File: src/rtl/fetch_unit.sv
// Instruction fetch stage: owns the PC, sequences ROM strobes (address settles before read),
// captures the returned byte and offers it to decode over a valid/ready handshake.
module fetch_unit #(
    parameter int unsigned ADDR_W   = 6,
    parameter int unsigned DATA_W   = 8,
    parameter int unsigned PROG_LEN = 8
) (
    input  logic              clk,
    input  logic              rst,
    input  logic              run,
    input  logic              jump_en,
    input  logic [ADDR_W-1:0] jump_addr,
    input  logic [DATA_W-1:0] rom_data,
    output logic [ADDR_W-1:0] rom_addr,
    output logic              rom_read,
    output logic              rom_ena,
    output logic [DATA_W-1:0] instr,
    output logic [1:0]        opcode,
    output logic [ADDR_W-1:0] operand,
    output logic [ADDR_W-1:0] instr_pc,
    output logic              instr_valid,
    input  logic              instr_ready
);

    typedef enum logic [2:0] {
        StIdle,
        StAddr,
        StRead,
        StCap,
        StHold
    } state_e;

    localparam logic [ADDR_W-1:0] PcLast = ADDR_W'(PROG_LEN - 1);

    state_e            state_q, state_d;
    logic [ADDR_W-1:0] pc_q, pc_d;
    logic [ADDR_W-1:0] rom_addr_q, rom_addr_d;
    logic              rom_read_q, rom_read_d;
    logic              rom_ena_q, rom_ena_d;
    logic [DATA_W-1:0] instr_q, instr_d;
    logic [ADDR_W-1:0] instr_pc_q, instr_pc_d;
    logic              instr_valid_q, instr_valid_d;
    logic [ADDR_W-1:0] pc_next;

    assign pc_next = (pc_q == PcLast) ? '0 : pc_q + ADDR_W'(1);

    always_comb begin
        state_d    = state_q;
        pc_d       = pc_q;
        rom_addr_d = rom_addr_q;
        instr_d    = instr_q;
        instr_pc_d = instr_pc_q;

        unique case (state_q)
            StIdle: if (run) state_d = StAddr;
            StAddr: state_d = StRead;
            StRead: state_d = StCap;
            StCap: begin
                state_d    = StHold;
                instr_d    = rom_data;
                instr_pc_d = pc_q;
                pc_d       = pc_next;
            end
            StHold: if (instr_ready) state_d = run ? StAddr : StIdle;
            default: state_d = StIdle;
        endcase

        // A jump discards whatever is in flight, including a capture on this edge.
        if (jump_en) begin
            pc_d       = jump_addr;
            instr_d    = instr_q;
            instr_pc_d = instr_pc_q;
            state_d    = run ? StAddr : StIdle;
        end

        // Address is only loaded on entry to ADDR so it is stable through READ and CAP.
        if (state_d == StAddr) rom_addr_d = pc_d;

        // Strobes are decoded from the next state so the registered copies track state_q.
        rom_ena_d     = (state_d == StAddr) || (state_d == StRead) || (state_d == StCap);
        rom_read_d    = (state_d == StRead) || (state_d == StCap);
        instr_valid_d = (state_d == StHold);
    end

    always_ff @(posedge clk) begin
        if (rst) begin
            state_q       <= StIdle;
            pc_q          <= '0;
            rom_addr_q    <= '0;
            rom_read_q    <= 1'b0;
            rom_ena_q     <= 1'b0;
            instr_q       <= '0;
            instr_pc_q    <= '0;
            instr_valid_q <= 1'b0;
        end else begin
            state_q       <= state_d;
            pc_q          <= pc_d;
            rom_addr_q    <= rom_addr_d;
            rom_read_q    <= rom_read_d;
            rom_ena_q     <= rom_ena_d;
            instr_q       <= instr_d;
            instr_pc_q    <= instr_pc_d;
            instr_valid_q <= instr_valid_d;
        end
    end

    assign rom_addr    = rom_addr_q;
    assign rom_read    = rom_read_q;
    assign rom_ena     = rom_ena_q;
    assign instr       = instr_q;
    assign opcode      = instr_q[DATA_W-1 -: 2];
    assign operand     = instr_q[ADDR_W-1:0];
    assign instr_pc    = instr_pc_q;
    assign instr_valid = instr_valid_q;

endmodule

File: config.mk
export PLATFORM = sky130hd
export DESIGN_NAME = fetch_unit
export DESIGN_NICKNAME = d
export VERILOG_FILES = /design/src/rtl/fetch_unit.sv
export SDC_FILE = /design/constraint.sdc
export NUM_CORES = 1
export LEC_CHECK = 0
export CORE_MARGIN = 5
export CORE_UTILIZATION = 40
export CTS_BUF_LIST = sky130_fd_sc_hd__clkbuf_2 sky130_fd_sc_hd__clkbuf_4 sky130_fd_sc_hd__clkbuf_8
export DETAILED_ROUTE_END_ITERATION = 8
export GPL_TIMING_DRIVEN = 0
export PLACE_DENSITY_LB_ADDON = 0.1
export SYNTH_ARGS = -nofsm -noshare
export SYNTH_HDL_FRONTEND = slang
export SYNTH_SLANG_ARGS = --single-unit
File: constraint.sdc
create_clock -name clk -period 4.8 [get_ports clk]
set_clock_uncertainty 0.05 [all_clocks]
set_input_delay 1.44 -clock clk [delete_from_list [all_inputs] [get_ports clk]]
set_output_delay 1.44 -clock clk [all_outputs]
set_load 0.05 [all_outputs]
==> summary.md <==
| Metric | Value |
|---|---|
| Status | complete, no violations |
| Final Cycle Share | 0.641 |
| Worst setup SP type | flop |
| DRC Markers | 0 |
| Area Growth Syn to Fin | 39.8% |
| Worst-path clk slew | 0.09 ns |
| Asr flop ratio synth | 0 |
| Max cap viols | 0 |
| Critical Path, Cell by Cell | buf_4 > clkdlybuf4s50_1 |
| Root Driver | clkbuf_4 |
| Crit path from | instr[7]$_SDFFE_PP0P_ |
| Worst hold margin | 0.409 ns |
| Drt first-iter violations | 27 |
| Yosys warning count | 0 |
| Synthesized area | 1450 um2 |
| # resized after CTS | 0 |
| Synthesized area per cell | 8.55 um2 |
| Slowest stage delay, CP | 0.79 ns |
| First-pass GRT wire length | 5810 um |
| Largest net degree at the start of global routing | 11 |
| CTS tree | done |
| Final wirelength | 3470 um |
| F_max | 325 MHz |
| Clk Latency, worst-skew pair | 0.32 ns |
| Final setup vio count | 0 |
| Vias post-DR | 1343 |
| Post-Syn Nets | 190 |
| IO Pins | 50 |
| GRT Total Usage | 0.149 |
| Reg2reg start | pc_q[0]$_SDFF_PP0_ |
| GPL Wtd Cong | 0.820 |
| TritonCTS Buffers | 5 |
| Worst-margin pin slew | 0.511 ns |
| Worst-path fanout max | 3 |
| Post-synth EDFFs | 0 |
| Pre-antenna DRT Iters | 4 |
| Antenna viol nets, final | 0 |
| Distinct cells, synth | 40 |
| Req. time, crit path | 3.31 ns |
| Cell with the most instances after synthesis | dfxtp_1 |
| DP HPWL | 2710 um |
| Capture point of the worst path | opcode[1] |
| Share of cells above drive strength 1 | 0.130 |
| Main flop type after synthesis | dfxtp_1 |
| Vias in the first global route | 1279 |
| Sequential-to-total area share from yosys stat | 0.441 |
| Design Power | 507 uW |
| Area leader, netlist | dfxtp_1 |
| Die area | 4940 um2 |
| Setup TNS | 0 ns |
| Number of vias per cell | 4.96 |
| Peak supply drop | 0.157 mV |
| Tmin final | 3.08 ns |
| Post-CTS Setup Inserts | 0 |
| Worst min path class | reg -> reg |
| Grt total ovfl | 0 |
| PortBufs | 48 |
| Cells on worst reg2reg path | 5 |
| Wirelength per Cell | 12.8 um |
| Die height | 70.3 um |
| FF-to-FF End | rom_addr[0]$_SDFFE_PP0N_ |
| Met1 Use GR | 0.150 |
| Number of cell rows | 22 |
| Sink Count | 32 |
| Ranking of synthesized cells by area | dfxtp_1, nand2_1, a21oi_1 |
| Worst Path Arrival | 1.59 ns |
| Power density cells | 249 nW/um2 |
| Final nets | 245 |
| Routing usage on met2 | 0.261 |
| Setup Crit Path Kind | reg -> out |
| Post-Layout Inst Area | 2030 um2 |
| Post-Syn Instances | 170 |
| CTS Hold Bufs | 0 |
| Unrepaired setup endpoints after global routing | no |
| H-tree levels | 2 |
| Met3 Track Usage GR | 0.0518 |
| Lkg Pwr | 0.701 nW |
| Seq cells post-synth | 32 |
| Register-to-Register Setup Slack | 3.01 ns |
| Slew Viols, Final | 0 |
| Post-synth top cells | dfxtp_1, nand2_1, a21oi_1 |
| Hold Fails Final Rpt | 0 |
| Initial Util | 0.406 |
| Post-synth top area share | 0.441 |
| GR peak layer | met2 |
| Ant diodes | 0 |
| Dpl cell area | 1990 um2 |
| Core Area | 3580 um2 |
| Crit. End Element | output port |
| Antenna violations before repair | 0 |
| Slew HR | 0.658 |
| Slowest CP cell | clkdlybuf4s50_1 |
| Die Width | 70.3 um |
| Clock buffer depth | 2 |
power breakdown:
| group | total [mW] | switching (mW) | leakage (nW) | internal [mW] |
|---|---|---|---|---|
| combinational | 0.0941 | 0.0535 | 0.417 | 0.0406 |
| sequential | 0.286 | 0.0105 | 0.261 | 0.276 |
| clock | 0.127 | 0.0778 | 0.0230 | 0.0488 |
| total | 0.507 | 0.142 | 0.701 | 0.365 |
how the worst min path moves through the flow:
stage | startpoint | to | cells past startpoint
after global routing | instr_pc[1]$_SDFFE_PP0P_ | instr_pc[1]$_SDFFE_PP0P_ | 2
after floorplan | pc_q[5]$_SDFF_PP0_ | instr_pc[5]$_SDFFE_PP0P_ | 2
after global placement | instr_pc[1]$_SDFFE_PP0P_ | instr_pc[1]$_SDFFE_PP0P_ | 2
after detailed placement | instr_pc[2]$_SDFFE_PP0P_ | instr_pc[2]$_SDFFE_PP0P_ | 2
after CTS | instr_pc[4]$_SDFFE_PP0P_ | instr_pc[4]$_SDFFE_PP0P_ | 2
final | instr_pc[2]$_SDFFE_PP0P_ | instr_pc[2]$_SDFFE_PP0P_ | 2
layout make-up:
cell class                      instances  area [um2]
Tap cell                               48        60.1
Sequential cell                        32         641
Buffer                                 18         111
Clock buffer                            5        37.5
Multi-Input combinational cell        113         676
Timing Repair Buffer                   48         480
Fill cell                             331        1550
Inverter                                7        26.3
kinds of logic after synthesis:
family                     Yosys count  share of synthesized area
adders and majority gates            1                    0.00860
buffers and inverters               25                     0.0947
AOI/OAI and AO/OA                   34                      0.165
muxes                                1                    0.00774
DFF                                 32                      0.441
and+or+nand+nor                     75                      0.271
xor gates and xnor gates             2                     0.0121
cell usage in the layout (no fill, tap or decap), types with 4 or more instances in the layout:
master	count
buf_2	5
nand2_1	30
a21oi_1	16
clkbuf_4	5
nor3_1	7
clkbuf_1	4
clkdlybuf4s50_1	48
nor2b_1	6
dfxtp_1	32
buf_4	8
inv_1	7
nor2_1	10
per-layer routing:
metal	vias up	routed length, um
met5	-	0
met4	0	54
met3	4	264
met2	38	1750
met1	611	1400
li1	690	-
sequential cells by signal, indices dropped and copies added, names as in the netlist:
register / count
instr_pc: 6
instr: 8
rom_ena: 1
state_q: 3
rom_read: 1
instr_valid: 1
rom_addr: 6
pc_q: 6
stage by stage:
step           setup slack [ns]  utilization  cells
6_report                   1.72        0.568    271
5_1_grt                    1.65        0.568    271
4_1_cts                    1.69        0.568    271
3_5_place_dp               1.72        0.557    266
3_3_place_gp               1.76        0.557    266
2_1_floorplan              2.40            -    170
worst max-delay path, delay by kind of cell (launching register included):
kind | cells | cell delay, ns
DFF | 1 | 0.36
buffers and inverters | 2 | 0.91
Power figures use the tool's default switching activity.
